File: src/rtl/npc_mem_arbiter.sv
// npc_mem_arbiter: merges IFU fetch and LSU load/store requests onto one memory port.
// Latency: accept at cycle 0, mem_req_valid at cycle 1, owner rsp_valid at the earliest at cycle 3.
// Backpressure: one transaction in flight; req_ready only in IDLE; REQ holds its payload until mem_req_ready.
//
// Ports:
//   clk, rst                      clock and synchronous active-high reset
//   ifu_req_* / ifu_addr          fetch request (valid/ready)
//   ifu_rsp_*                     fetch response: one-cycle valid pulse; data/err held until the next fetch response
//   lsu_req_* / lsu_addr/wen/...  load/store request (valid/ready)
//   lsu_rsp_*                     load/store response; data is forced to 0 for stores
//   mem_req_* / mem_addr/...      registered request to the slave (valid/ready)
//   mem_rsp_*                     slave response (valid only), honoured only while waiting
//
// Build option: define NPC_ARB_RR_EN for round-robin tie-breaking; otherwise LSU always wins ties.

module npc_mem_arbiter #(
   parameter int ADDR_W = 32,
   parameter int DATA_W = 32
) (
   input  logic                  clk,
   input  logic                  rst,

   input  logic                  ifu_req_valid,
   output logic                  ifu_req_ready,
   input  logic [ADDR_W-1:0]     ifu_addr,
   output logic                  ifu_rsp_valid,
   output logic [DATA_W-1:0]     ifu_rsp_data,
   output logic                  ifu_rsp_err,

   input  logic                  lsu_req_valid,
   output logic                  lsu_req_ready,
   input  logic [ADDR_W-1:0]     lsu_addr,
   input  logic                  lsu_wen,
   input  logic [DATA_W-1:0]     lsu_wdata,
   input  logic [DATA_W/8-1:0]   lsu_wmask,
   output logic                  lsu_rsp_valid,
   output logic [DATA_W-1:0]     lsu_rsp_data,
   output logic                  lsu_rsp_err,

   output logic                  mem_req_valid,
   input  logic                  mem_req_ready,
   output logic [ADDR_W-1:0]     mem_addr,
   output logic                  mem_wen,
   output logic [DATA_W-1:0]     mem_wdata,
   output logic [DATA_W/8-1:0]   mem_wmask,
   input  logic                  mem_rsp_valid,
   input  logic [DATA_W-1:0]     mem_rsp_data,
   input  logic                  mem_rsp_err
);

   localparam int MASK_W = DATA_W / 8;

   typedef enum logic [1:0] {
      IDLE = 2'd0,
      REQ  = 2'd1,
      WAIT = 2'd2
   } state_t;

   state_t              state_q, state_d;
   logic                owner_q, owner_d;   // 1 = LSU owns the transaction in flight
   logic [ADDR_W-1:0]   addr_q, addr_d;
   logic                wen_q, wen_d;
   logic [DATA_W-1:0]   wdata_q, wdata_d;
   logic [MASK_W-1:0]   wmask_q, wmask_d;

   logic                ifu_rsp_valid_q, ifu_rsp_valid_d;
   logic [DATA_W-1:0]   ifu_rsp_data_q, ifu_rsp_data_d;
   logic                ifu_rsp_err_q, ifu_rsp_err_d;
   logic                lsu_rsp_valid_q, lsu_rsp_valid_d;
   logic [DATA_W-1:0]   lsu_rsp_data_q, lsu_rsp_data_d;
   logic                lsu_rsp_err_q, lsu_rsp_err_d;

   logic                lsu_prio;   // LSU wins when both masters request in the same cycle
   logic                lsu_wins;

`ifdef NPC_ARB_RR_EN
   // Remembers the last granted master; a tie goes to the other one.
   // Reset value 0 (last = IFU) makes the first tie go to the LSU.
   logic                last_lsu_q, last_lsu_d;
   assign lsu_prio = ~last_lsu_q;
`else
   assign lsu_prio = 1'b1;
`endif

   always_comb begin
      state_d         = state_q;
      owner_d         = owner_q;
      addr_d          = addr_q;
      wen_d           = wen_q;
      wdata_d         = wdata_q;
      wmask_d         = wmask_q;
      ifu_rsp_valid_d = 1'b0;
      ifu_rsp_data_d  = ifu_rsp_data_q;
      ifu_rsp_err_d   = ifu_rsp_err_q;
      lsu_rsp_valid_d = 1'b0;
      lsu_rsp_data_d  = lsu_rsp_data_q;
      lsu_rsp_err_d   = lsu_rsp_err_q;
      ifu_req_ready   = 1'b0;
      lsu_req_ready   = 1'b0;
      mem_req_valid   = 1'b0;
      lsu_wins        = 1'b0;
`ifdef NPC_ARB_RR_EN
      last_lsu_d      = last_lsu_q;
`endif

      case (state_q)
         IDLE: begin
            lsu_wins = lsu_req_valid && (!ifu_req_valid || lsu_prio);
            if (lsu_wins) begin
               lsu_req_ready = 1'b1;
               owner_d       = 1'b1;
               addr_d        = lsu_addr;
               wen_d         = lsu_wen;
               wdata_d       = lsu_wdata;
               wmask_d       = lsu_wmask;
               state_d       = REQ;
`ifdef NPC_ARB_RR_EN
               last_lsu_d    = 1'b1;
`endif
            end else if (ifu_req_valid) begin
               // Fetches never write: clear the write-side payload.
               ifu_req_ready = 1'b1;
               owner_d       = 1'b0;
               addr_d        = ifu_addr;
               wen_d         = 1'b0;
               wdata_d       = '0;
               wmask_d       = '0;
               state_d       = REQ;
`ifdef NPC_ARB_RR_EN
               last_lsu_d    = 1'b0;
`endif
            end
         end

         REQ: begin
            mem_req_valid = 1'b1;
            if (mem_req_ready) begin
               state_d = WAIT;
            end
         end

         WAIT: begin
            // Only the owner's response registers move; the other master's stay untouched.
            if (mem_rsp_valid) begin
               state_d = IDLE;
               if (owner_q) begin
                  lsu_rsp_valid_d = 1'b1;
                  lsu_rsp_data_d  = wen_q ? '0 : mem_rsp_data;
                  lsu_rsp_err_d   = mem_rsp_err;
               end else begin
                  ifu_rsp_valid_d = 1'b1;
                  ifu_rsp_data_d  = mem_rsp_data;
                  ifu_rsp_err_d   = mem_rsp_err;
               end
            end
         end

         default: begin
            state_d = IDLE;
         end
      endcase
   end

   always_ff @(posedge clk) begin
      if (rst) begin
         state_q         <= IDLE;
         owner_q         <= 1'b0;
         addr_q          <= '0;
         wen_q           <= 1'b0;
         wdata_q         <= '0;
         wmask_q         <= '0;
         ifu_rsp_valid_q <= 1'b0;
         ifu_rsp_data_q  <= '0;
         ifu_rsp_err_q   <= 1'b0;
         lsu_rsp_valid_q <= 1'b0;
         lsu_rsp_data_q  <= '0;
         lsu_rsp_err_q   <= 1'b0;
`ifdef NPC_ARB_RR_EN
         last_lsu_q      <= 1'b0;
`endif
      end else begin
         state_q         <= state_d;
         owner_q         <= owner_d;
         addr_q          <= addr_d;
         wen_q           <= wen_d;
         wdata_q         <= wdata_d;
         wmask_q         <= wmask_d;
         ifu_rsp_valid_q <= ifu_rsp_valid_d;
         ifu_rsp_data_q  <= ifu_rsp_data_d;
         ifu_rsp_err_q   <= ifu_rsp_err_d;
         lsu_rsp_valid_q <= lsu_rsp_valid_d;
         lsu_rsp_data_q  <= lsu_rsp_data_d;
         lsu_rsp_err_q   <= lsu_rsp_err_d;
`ifdef NPC_ARB_RR_EN
         last_lsu_q      <= last_lsu_d;
`endif
      end
   end

   assign mem_addr      = addr_q;
   assign mem_wen       = wen_q;
   assign mem_wdata     = wdata_q;
   assign mem_wmask     = wmask_q;

   assign ifu_rsp_valid = ifu_rsp_valid_q;
   assign ifu_rsp_data  = ifu_rsp_data_q;
   assign ifu_rsp_err   = ifu_rsp_err_q;
   assign lsu_rsp_valid = lsu_rsp_valid_q;
   assign lsu_rsp_data  = lsu_rsp_data_q;
   assign lsu_rsp_err   = lsu_rsp_err_q;

endmodule
File: config.mk
export PLATFORM = sky130hd
export DESIGN_NAME = npc_mem_arbiter
export DESIGN_NICKNAME = d
export VERILOG_FILES = /design/src/rtl/npc_mem_arbiter.sv
export SDC_FILE = /design/constraint.sdc
export NUM_CORES = 1
export LEC_CHECK = 0
export BUFFER_PORTS_ARGS = -buffer_cell sky130_fd_sc_hd__clkbuf_2
export CORE_MARGIN = 8
export CORE_UTILIZATION = 35
export DETAILED_ROUTE_END_ITERATION = 7
export PLACE_DENSITY = 0.76
export RECOVER_POWER = 50
export SYNTH_ARGS = -nofsm -noshare
export SYNTH_HDL_FRONTEND = slang
export SYNTH_SLANG_ARGS = --single-unit
export TNS_END_PERCENT = 5
File: constraint.sdc
create_clock -name clk -period 1.9 [get_ports clk]
set_clock_uncertainty 0.05 [all_clocks]
set_input_delay 0.095 -clock clk [delete_from_list [all_inputs] [get_ports clk]]
set_output_delay 0.095 -clock clk [all_outputs]
set_load 0.01 [all_outputs]
==> results <==
- The count of final hold-check violations is 0.
- Measured along the x axis, the die boundary spans 138.1 µm.
- The synthesized netlist devotes 0% of its cell area to adder and majority cells.
- Setup repair after global routing left no endpoint under its margin.
- The flow ran to the end, and the final reports show no timing, DRC or antenna violations.
- The required time of the worst setup path is 1.75 ns.
- Timing would allow up to 0.5567 GHz.
- The number of max-cap violations is 0.
- The via count of the first global-routing pass is 6078.
- The worst hold path stage count is 3.
- For this run, asynchronously set or reset flops after synthesis account for 0%.
- Measured on the finished design, the core utilization comes to 57.83%.
- The synthesized design contains 0 enable-type register cells.
- Dividing the detail-routed wire length by the instance count gives 17.86 µm.
- The number of antenna violations at the first check in global routing came to 4.
- The worst hold path begins at ifu_addr[29].
- At the pin with the least slew margin, the transition time is 0.5660 ns.
- In this run the power spent charging and discharging nets is 0.001993 W.
- The ratio of routed vias to standard cells is 5.064.
- The area of the core is 0.01453 mm².
- The simple-gate share of the synthesized area is 10.26%.
- For this design the static power due to leakage is 3.426 nW.
- After layout, the design draws a total of 0.007599 W.
- The count of nets left with antenna violations once routing finished came out at 0.
- Synthesis instantiated 29 different standard cells from the library.
- The wire-length estimate of the detail-placed layout is 12.34 mm.
- The number of DRC violations after detailed routing is 0.
- On the critical path, the stage with the largest delay is an instance of sky130_fd_sc_hd__dfxtp_1.
- In this run the tool buffered the top-level ports with 279 buffer cells.
- The overall routed net length is 20.38 mm.
- After synthesis the netlist holds a flip-flop and latch count of 140.
- The detailed router placed 5778 vias in this run.
- Summing the areas of all compound-gate instances in the mapped netlist gives 23.74% of the synthesized area.
- The total nets after synthesis is 699.
- The signal on the critical path passes through or2_4, buf_12, nor3_1, clkbuf_2.
- The final-layout setup total negative slack is 0 ns.
- Routability-driven placement finished with a final weighted congestion of 0.8389.
- The detailed router finished its first iteration with 332 violations.
- The longest clock path from root to sink contains 2 buffers.
- STA classifies the critical path startpoint as a register.
- The startpoint of the lowest-slack register-to-register path is state_q[1].
- By area the synthesized netlist is led by sky130_fd_sc_hd__dfxtp_1, sky130_fd_sc_hd__a21oi_1, sky130_fd_sc_hd__nand2_1, sky130_fd_sc_hd__mux2i_1, sky130_fd_sc_hd__a22o_1.
- By area, the combinational part of the netlist is dominated by compound AO/OA/AOI/OAI gates.
- The share of the synthesized netlist area taken by xor and xnor gates is 0%.
- Of all cell types, the one taking the most synthesized area is sky130_fd_sc_hd__dfxtp_1.
- Across every metal layer, demand over resource in global routing totals 20.28%.
- The critical path launch point is state_q[1].
- The number of buffers created by CTS is 17.
- The multiplexer area fraction after synthesis is 6.331%.
- Combinational logic burns 15.4% of the power.
- STA classifies the critical path endpoint as a primary output.
- The remaining global-route overflow is 0.
- In this run the vertical extent of the chip is 138.1 µm.
- The power share of the clock group is 42.8%.
- The tree is rooted in a sky130_fd_sc_hd__clkbuf_16.
- The worst-case reg-to-reg path depth is 4.
- The register-to-register path setup slack is 0.28 ns.
- The critical setup path kind is register to primary output.
- Setup violations remaining at the end of the flow were counted as 0.
- Synthesis produced a netlist whose cell count is 559.
- For this run, the number of Yosys warnings is 0.
- The switching power as a share of total power is 26.23%.
- After synthesis the cells add up to 0.005218 mm².
- Power spread over the standard cell area amounts to 904.1 mW/mm².
- The share of the yosys chip area belonging to registers is 53.72%.
- The number of placed I/O pins is 280.
- Once the floorplan was initialized, standard cells occupied 35.90% of the core.
- The part of the cycle the worst path needs is 94.55%.
- The first detailed-routing pass ran for 5 iterations.
- The final-stage net count is 1082.
- In this run the mean area of a mapped cell was 9.334 µm².
- Along the worst path, the maximum fanout reaches 39.
- The relative slew slack is 62.27%.
- The top cell type by area accounts for 53.72% of the synthesized area.
- Clock-pin slew was measured on the worst setup and hold paths at 0.05 ns.
- The worst path arrival time is 1.65 ns.
- The later pin in the worst-skew pair is clocked with a latency of 0.40 ns.
- The number of H-tree levels is 4.
- The largest single stage delay on the critical path is 0.38 ns.
- The time the final worst path needs with I/O delays and setup is 1.796 ns.
- Across the VDD grid, the largest voltage drop is 0.5536 mV.
- The internal power component is 0.005606 W.
- The most common flop cell mapped by yosys is sky130_fd_sc_hd__dfxtp_1.
- The number of max-slew violations in the final report was 0.
- Entering global routing, the biggest net connects 67 pins.
- The sequential group share of total power is 41.8%.
- The floorplan has 44 rows.
- Relative to the synthesized area, the layout overhead comes to 61.10%.
- The min-delay analysis places its worst path in the category input port to register.
- The first-pass GRT wire length is 31.88 mm.
- TritonCTS built the clock tree.
- The proportion of layout cells with a drive suffix above 1 is 20.34%.
- The die covers 0.01907 mm².
- In this run the post-CTS setup repair buffer count came out at 0.
- The clock drives 140 sinks.
==> cell usage after synthesis, types with 7 or more instances <==
cell / instances
sky130_fd_sc_hd__a21oi_1: 104
sky130_fd_sc_hd__o21ai_0: 20
sky130_fd_sc_hd__buf_6: 7
sky130_fd_sc_hd__nand2_1: 105
sky130_fd_sc_hd__o21ai_1: 18
sky130_fd_sc_hd__mux2i_1: 33
sky130_fd_sc_hd__a211oi_1: 32
sky130_fd_sc_hd__dfxtp_1: 140
sky130_fd_sc_hd__a22o_1: 32
sky130_fd_sc_hd__clkbuf_1: 13
sky130_fd_sc_hd__buf_2: 26
==> worst max-delay path: cells and delay by family, from the launching register on <==
family / cells / cell delay (ns)
and+or+nand+nor: 2 / 0.50
DFF: 1 / 0.38
buffers and inverters: 2 / 0.36
==> stage by stage <==
step	instances	hold WS (ns)	setup WS, ns	area [µm²]
5_1_grt	1141	0.01851	0.004714	8406
3_3_place_gp	982	0.2687	0.3940	6734
4_1_cts	1137	0.001240	0.02690	8557
6_report	1141	0.01905	0.1036	8406
3_5_place_dp	982	0.2735	0.3314	6734
2_1_floorplan	559	0.1705	0.5496	5218
==> logic make-up (layout without fill, tap and decap cells) <==
logic type	after synthesis	after routing
buf+inv	55	450
other cells	0	3
simple gates	124	124
flops	140	140
mux	33	33
compound gates	207	207
==> power groups by stage <==
stage,combinational (W),sequential [W],clock [W]
after floorplan,0.000441,0.00329,0
after global placement,0.000932,0.00323,0
after detailed placement,0.000944,0.00323,0
after CTS,0.00116,0.00317,0.00331
after global routing,0.00126,0.00319,0.00344
final,0.00117,0.00318,0.00325
==> routing by layer <==
layer | track usage, % | up-vias | wire length (µm)
li1 | - | 2737 | -
met1 | 21.87 | 2615 | 7806
met2 | 33.23 | 360 | 9609
met3 | 8.322 | 64 | 2082
met4 | 11.21 | 2 | 860
met5 | 0 | - | 16
==> cells in the final DEF, fill, tap and decap left out, drive strengths merged <==
master       count
a211oi          32
a21oi          104
a22o            32
a22oi            1
and2b            1
buf             14
bufinv           2
clkbuf         296
clkinv           4
clkinvlp         5
dfxtp          140
diode            3
dlygate4sd3    125
inv              4
mux2i           33
nand2          105
nand2b           1
nand3b           1
nand4b           1
nand4bb          1
nor2             8
nor2b            1
nor3             1
nor4b            1
nor4bb           1
o21ai           38
or2              2
==> final cells by class <==
class | instances | area [µm²]
Multi-Input combinational cell | 364 | 2125
Tap cell | 184 | 230.2
Timing Repair Buffer | 417 | 2651
Fill cell | 1295 | 6128
Clock inverter | 13 | 142.6
Antenna cell | 3 | 7.507
Sequential cell | 140 | 2803
Clock buffer | 18 | 439.2
Inverter | 2 | 7.507
==> worst paths after layout <==
kind / end
worst max-delay path: ifu_req_ready
worst min-delay path: mem_addr[29]
worst max register to register: lsu_rsp_data[7]
worst min register to register: ifu_rsp_data[4]
==> repair_timing <==
| item | 4_1_cts | 5_1_grt |
|---|---|---|
| endpoints found under the setup margin | 0 | 1 |
| resized for setup | 0 | 1 |
| endpoints found under the hold margin | 133 | 1 |
| hold buffers | 124 | 1 |
==> sequential cells by signal (all words and copies together), names as in the netlist <==
register	count
mem_wmask	4
ifu_rsp_err	1
lsu_rsp_data	32
mem_wdata	32
state_q	2
mem_addr	32
ifu_rsp_data	32
lsu_rsp_err	1
mem_wen	1
lsu_rsp_valid	1
ifu_rsp_valid	1
owner_q	1
(Power assumes the default switching activity.)
